===== src/rtl/fm_pkg.sv =====
// Shared types and constants for the I/Q tuning sequencer and its decimation timebase.
package fm_pkg;

   typedef enum logic [1:0] {
      ST_FLUSH,
      ST_SETTLE,
      ST_RUN,
      ST_PEND
   } seq_state_t;

   localparam logic [31:0] K_RESET_DEFAULT = 32'h6AAA_AAAA;

   // Phase increment for an NCO producing f_out from f_clk: floor(2^32 * f_out / f_clk).
   function automatic logic [31:0] tuning_word(input longint unsigned f_out,
                                                input longint unsigned f_clk);
      longint unsigned scaled;
      scaled = (f_out << 32) / f_clk;
      return scaled[31:0];
   endfunction

endpackage


===== src/rtl/decim_timebase.sv =====
// Free-running decimation counter producing the CIC comb clock and the end-of-period strobe.
module decim_timebase #(
   parameter int M = 240
) (
   input  logic clk,
   input  logic reset,
   output logic clk_out,
   output logic dec_stb
);

   localparam int CW = $clog2(M);

   logic [CW-1:0] cnt;
   logic [CW-1:0] cnt_next;

   always_comb begin
      cnt_next = (cnt == CW'(M - 1)) ? '0 : cnt + CW'(1);
   end

   // Outputs are decoded from the next count so they line up with cnt after each edge.
   always_ff @(posedge clk or negedge reset) begin
      if (!reset) begin
         cnt     <= '0;
         clk_out <= 1'b0;
         dec_stb <= 1'b0;
      end else begin
         cnt     <= cnt_next;
         clk_out <= (cnt_next < CW'(M / 2));
         dec_stb <= (cnt_next == CW'(M - 1));
      end
   end

endmodule


===== src/rtl/iq_tune_sequencer.sv =====
// Retune sequencer: owns the NCO phase increment, applies new words on decimation
// boundaries and holds out_valid low until the CIC has flushed stale samples.
module iq_tune_sequencer
   import fm_pkg::*;
#(
   parameter int          M       = 240,
   parameter int          SETTLE  = 3,
   parameter logic [31:0] K_RESET = K_RESET_DEFAULT
) (
   input  logic        clk,
   input  logic        reset,
   input  logic        tune_req,
   input  logic [31:0] tune_word,
   output logic        tune_ack,
   output logic [31:0] phase_inc,
   output logic        clk_out,
   output logic        dec_stb,
   output logic        cic_flush,
   output logic        out_valid,
   output logic        busy
);

   localparam int SCW = (SETTLE > 1) ? $clog2(SETTLE) + 1 : 1;

   seq_state_t     state_q;
   seq_state_t     state_d;
   logic [SCW-1:0] sc;
   logic [31:0]    shadow;

   decim_timebase #(.M(M)) u_timebase (
      .clk     (clk),
      .reset   (reset),
      .clk_out (clk_out),
      .dec_stb (dec_stb)
   );

   always_ff @(posedge clk or negedge reset) begin
      if (!reset) begin
         state_q <= ST_FLUSH;
      end else begin
         state_q <= state_d;
      end
   end

   always_comb begin
      state_d = state_q;
      case (state_q)
         ST_FLUSH:  if (dec_stb) state_d = ST_SETTLE;
         ST_SETTLE: if (dec_stb && (sc == SCW'(SETTLE - 1))) state_d = ST_RUN;
         ST_RUN:    if (tune_req) state_d = ST_PEND;
         ST_PEND:   if (dec_stb) state_d = ST_SETTLE;
         default:   state_d = ST_FLUSH;
      endcase
   end

   always_comb begin
      cic_flush = (state_q == ST_FLUSH);
      out_valid = (state_q == ST_RUN) || (state_q == ST_PEND);
      busy      = (state_q != ST_RUN);
   end

   // The word is latched at capture so later host changes cannot leak into the load.
   always_ff @(posedge clk or negedge reset) begin
      if (!reset) begin
         sc        <= '0;
         shadow    <= '0;
         phase_inc <= K_RESET;
         tune_ack  <= 1'b0;
      end else begin
         if ((state_d == ST_SETTLE) && (state_q != ST_SETTLE)) begin
            sc <= '0;
         end else if ((state_q == ST_SETTLE) && dec_stb) begin
            sc <= sc + SCW'(1);
         end
         if ((state_q == ST_RUN) && tune_req) begin
            shadow <= tune_word;
         end
         if ((state_q == ST_PEND) && dec_stb) begin
            phase_inc <= shadow;
         end
         tune_ack <= (state_q == ST_PEND) && dec_stb;
      end
   end

endmodule


===== config.mk =====
export PLATFORM = sky130hd
export DESIGN_NAME = iq_tune_sequencer
export DESIGN_NICKNAME = d
export VERILOG_FILES = /design/src/rtl/fm_pkg.sv /design/src/rtl/decim_timebase.sv /design/src/rtl/iq_tune_sequencer.sv
export SDC_FILE = /design/constraint.sdc
export NUM_CORES = 1
export LEC_CHECK = 0
export CAP_MARGIN = 15
export CORE_ASPECT_RATIO = 1.25
export CORE_MARGIN = 2
export CORE_UTILIZATION = 30
export DETAILED_ROUTE_END_ITERATION = 8
export GPL_ROUTABILITY_DRIVEN = 1
export PLACE_DENSITY = 0.6
export REMOVE_ABC_BUFFERS = 1
export SYNTH_ARGS = -nofsm -noshare
export SYNTH_HDL_FRONTEND = slang
export SYNTH_SLANG_ARGS = --single-unit

===== constraint.sdc =====
create_clock -name clk -period 3.05 [get_ports clk]
set_input_delay 0.915 -clock clk [delete_from_list [all_inputs] [get_ports clk]]
set_output_delay 0.915 -clock clk [all_outputs]
set_load 0.1 [all_outputs]

==> flow_metrics.tcl <==
set metrics [dict create \
    vdd_drop_max_uv 238 \
    top_level_ports 73 \
    drt.antenna.violating_nets 0 \
    max_freq_mhz 391 \
    yosys_warnings 0 \
    synth-compound-area-share_pct 1.84 \
    synthMuxAreaShare_pct 22.5 \
    syn_area_um2 3200 \
    crit_chain "inv_1 -> ha_1 -> or2_2 -> buf_4" \
    clkTransAtPathRegs_ns 0.06 \
    crit_path_max_fanout 6 \
    worst_pin_slew_ns 0.836 \
    netlist_top_cells_count "dfrtp_1 (64), mux2_2 (64), dfstp_2 (16)" \
    netlist.area_leader.share_pct 50.1 \
    cp_slowest_cell "dfrtp_1" \
    num-nets-final 337 \
    initial_core_util_pct 30.4 \
    synth_top_family_by_area "multiplexers" \
    cts_setup_buffers 0 \
    cp-end-kind "output pin" \
    die-area_um2 11500 \
    synth_area_leaders "dfrtp_1 (50%), mux2_2 (23%), dfstp_2 (13%)" \
    ys_types 29 \
    crit_type "reg -> out" \
    rsz0062_at_grt "false" \
    viasPerCell 4.46 \
    final_core_util_pct 40.9 \
    grt_first_pass_wirelength_mm 10.1 \
    cts_root_buf "clkbuf_16" \
    fp.dieW_um 96.3 \
    finalCritPeriodShare_pct 83.8 \
    cp_data_arrival_time_ns 1.64 \
    core_area_um2 10500 \
    setup_tns_ns 0 \
    min_period_ns 2.55 \
    met1_usage_pct 14.9 \
    die_y_um 119 \
    ys.flop_type "dfrtp_1" \
    cts-resized-gates 0 \
    start_kind "register" \
    max_slew_margin_pct 44.0 \
    gr-usage-met3_pct 3.04 \
    cts_tree "done" \
    grt_busiest_layer "met2" \
    whs_ns 0.499 \
    synth_top_area_cell "dfrtp_1" \
    track_usage_pct 11.7 \
    finalSetupViolCount 0 \
    area_growth_pct 34.3 \
    worstPathRequired_ns 2.13 \
    io_buffers 72 \
    cts_buffer_depth 2 \
    grt_pass1_vias 2050 \
    gp_congestion 0.788 \
    cts.sinks 80 \
    first_pass_iters 4 \
    grt_start_max_net_pins 46 \
    grt_overflow 0 \
    synth-simple-area-share_pct 5.79 \
    status "complete, no violations" \
    fin_skew_ns 0.00507 \
    async_flop_share_pct 100 \
    synthXorXnorAreaFrac_pct 1.92 \
    htree_num_levels 3 \
    power_leakage_nw 2.11 \
    max_stage_delay_ns 0.42 \
    dr.first_iter.drc_count 76 \
    drc 0 \
    p_per_area_nw_per_um2 499 \
    ys_seq_area_share_pct 63.2 \
    synth_cells 215 \
    drive_above_1_share_pct 47.8 \
    antenna_found_initial 0 \
    dp.final_hpwl_mm 4.08 \
    wl_per_cell_um 14.2 \
    grtUsageMet2_pct 18.7 \
    diodes 0 \
    vias 1922 \
    synth_fa_ha_area_share_pct 3.13 \
    nFillCells 1038 \
    synth_edf_count 0 \
    hold_viol_final 0 \
    hp-class "reg -> reg" \
    clock_latency_ns 0.33 \
    rows 42 \
    drt-total-wl_mm 6.11 \
    cts_hold_buffers 0 \
    synth-seq-cells 80 \
    syn_area_per_cell_um2 14.9 \
    numCtsBuffers 9 \
    max-cap-violations 0 \
    maxSlewViolCount 0 \
]
==> final timing paths <==
check	slack, ns	endpoint	startpoint	depth (start not counted)
min in group asynchronous	0.54	phase_inc[18]$_DFFE_PN0P_	reset	1
setup reg to reg	1.22	phase_inc[2]$_DFFE_PN0P_	state_q[0]$_DFF_PN0_	3
max in group asynchronous	1.85	phase_inc[1]$_DFFE_PN1P_	reset	2
setup / recovery	0.50	out_valid	state_q[0]$_DFF_PN0_	4
hold reg to reg	0.50	phase_inc[14]$_DFFE_PN0P_	shadow[14]$_DFFE_PN0P_	1
hold / removal	0.50	phase_inc[14]$_DFFE_PN0P_	shadow[14]$_DFFE_PN0P_	1
==> flip-flops by register name, indices dropped and copies added (netlist names) <==
| name | count |
|---|---|
| state_q | 2 |
| sc | 3 |
| u_timebase.clk_out | 1 |
| shadow | 32 |
| u_timebase.cnt | 8 |
| tune_ack | 1 |
| phase_inc | 32 |
| u_timebase.dec_stb | 1 |
==> critical path: cells and delay by family, from the launching register on <==
| family | cells | cell delay, ns |
|---|---|---|
| DFF | 1 | 0.42 |
| buffers and inverters | 2 | 0.32 |
| and+or+nand+nor | 1 | 0.31 |
| adders and majority gates | 1 | 0.26 |
==> stage by stage <==
stage	cell area, µm²	std cells	total power [mW]	setup slack (ns)
detailed placement	4010	415	1.15	0.794
global route	4290	431	2.24	0.392
global placement	4010	415	1.15	0.826
floorplan	3170	209	1.08	0.585
finish	4290	431	2.14	0.495
CTS	4290	431	2.19	0.457
==> logic make-up (layout without fill, tap and decap cells) <==
group                    Yosys count  count (layout)
multiplexers                      64              64
AO/OA/AOI/OAI                      9               9
adder cells (fa/ha/maj)            8               8
flip-flops                        80              80
AND/OR/NAND/NOR                   34              34
buffers and inverters             13              97
XOR/XNOR                           7               7
==> layer usage <==
layer	part of all wire (%)	vias up
met2	51	42
met3	4.6	7
met5	0	-
met4	1.6	0
li1	-	909
met1	43	964
==> area by class of cell <==
class | count | area [µm²] | share of cell area [%]
Multi-Input combinational cell | 122 | 1130 | 26.3
Clock inverter | 4 | 30.0 | 0.699
Inverter | 7 | 26.3 | 0.612
Sequential cell | 80 | 2020 | 47.1
Tap cell | 132 | 165 | 3.85
Timing Repair Buffer | 74 | 663 | 15.4
Clock buffer | 12 | 256 | 5.97
==> cells in the final DEF, fill, tap and decap left out, drive strengths merged <==
cell type / synthesis / layout
nand2b: 1 / 1
nor3b: 1 / 1
o31ai: 1 / 1
or2: 1 / 1
nand3b: 1 / 1
dfstp: 16 / 16
and4b: 1 / 1
nand4b: 1 / 1
or4: 1 / 1
inv: 7 / 7
nor2: 10 / 10
o21a: 1 / 1
a31oi: 1 / 1
clkinv: 0 / 3
o21ai: 3 / 3
ha: 8 / 8
buf: 6 / 41
nand2: 7 / 7
xor2: 5 / 5
dfrtp: 64 / 64
clkbuf: 0 / 12
a41oi: 1 / 1
mux2: 64 / 64
nor3: 1 / 1
nor2b: 3 / 3
clkinvlp: 0 / 1
a21oi: 2 / 2
and4: 1 / 1
nand3: 5 / 5
xnor2: 2 / 2
clkdlybuf4s50: 0 / 33
==> where the power goes <==
group | internal, mW | switching (mW)
clock network | 0.597 | 0.414
logic | 0.0403 | 0.0270
registers | 1.06 | 0
total | 1.70 | 0.441
Note: power is estimated with default switching activity, not from simulation.
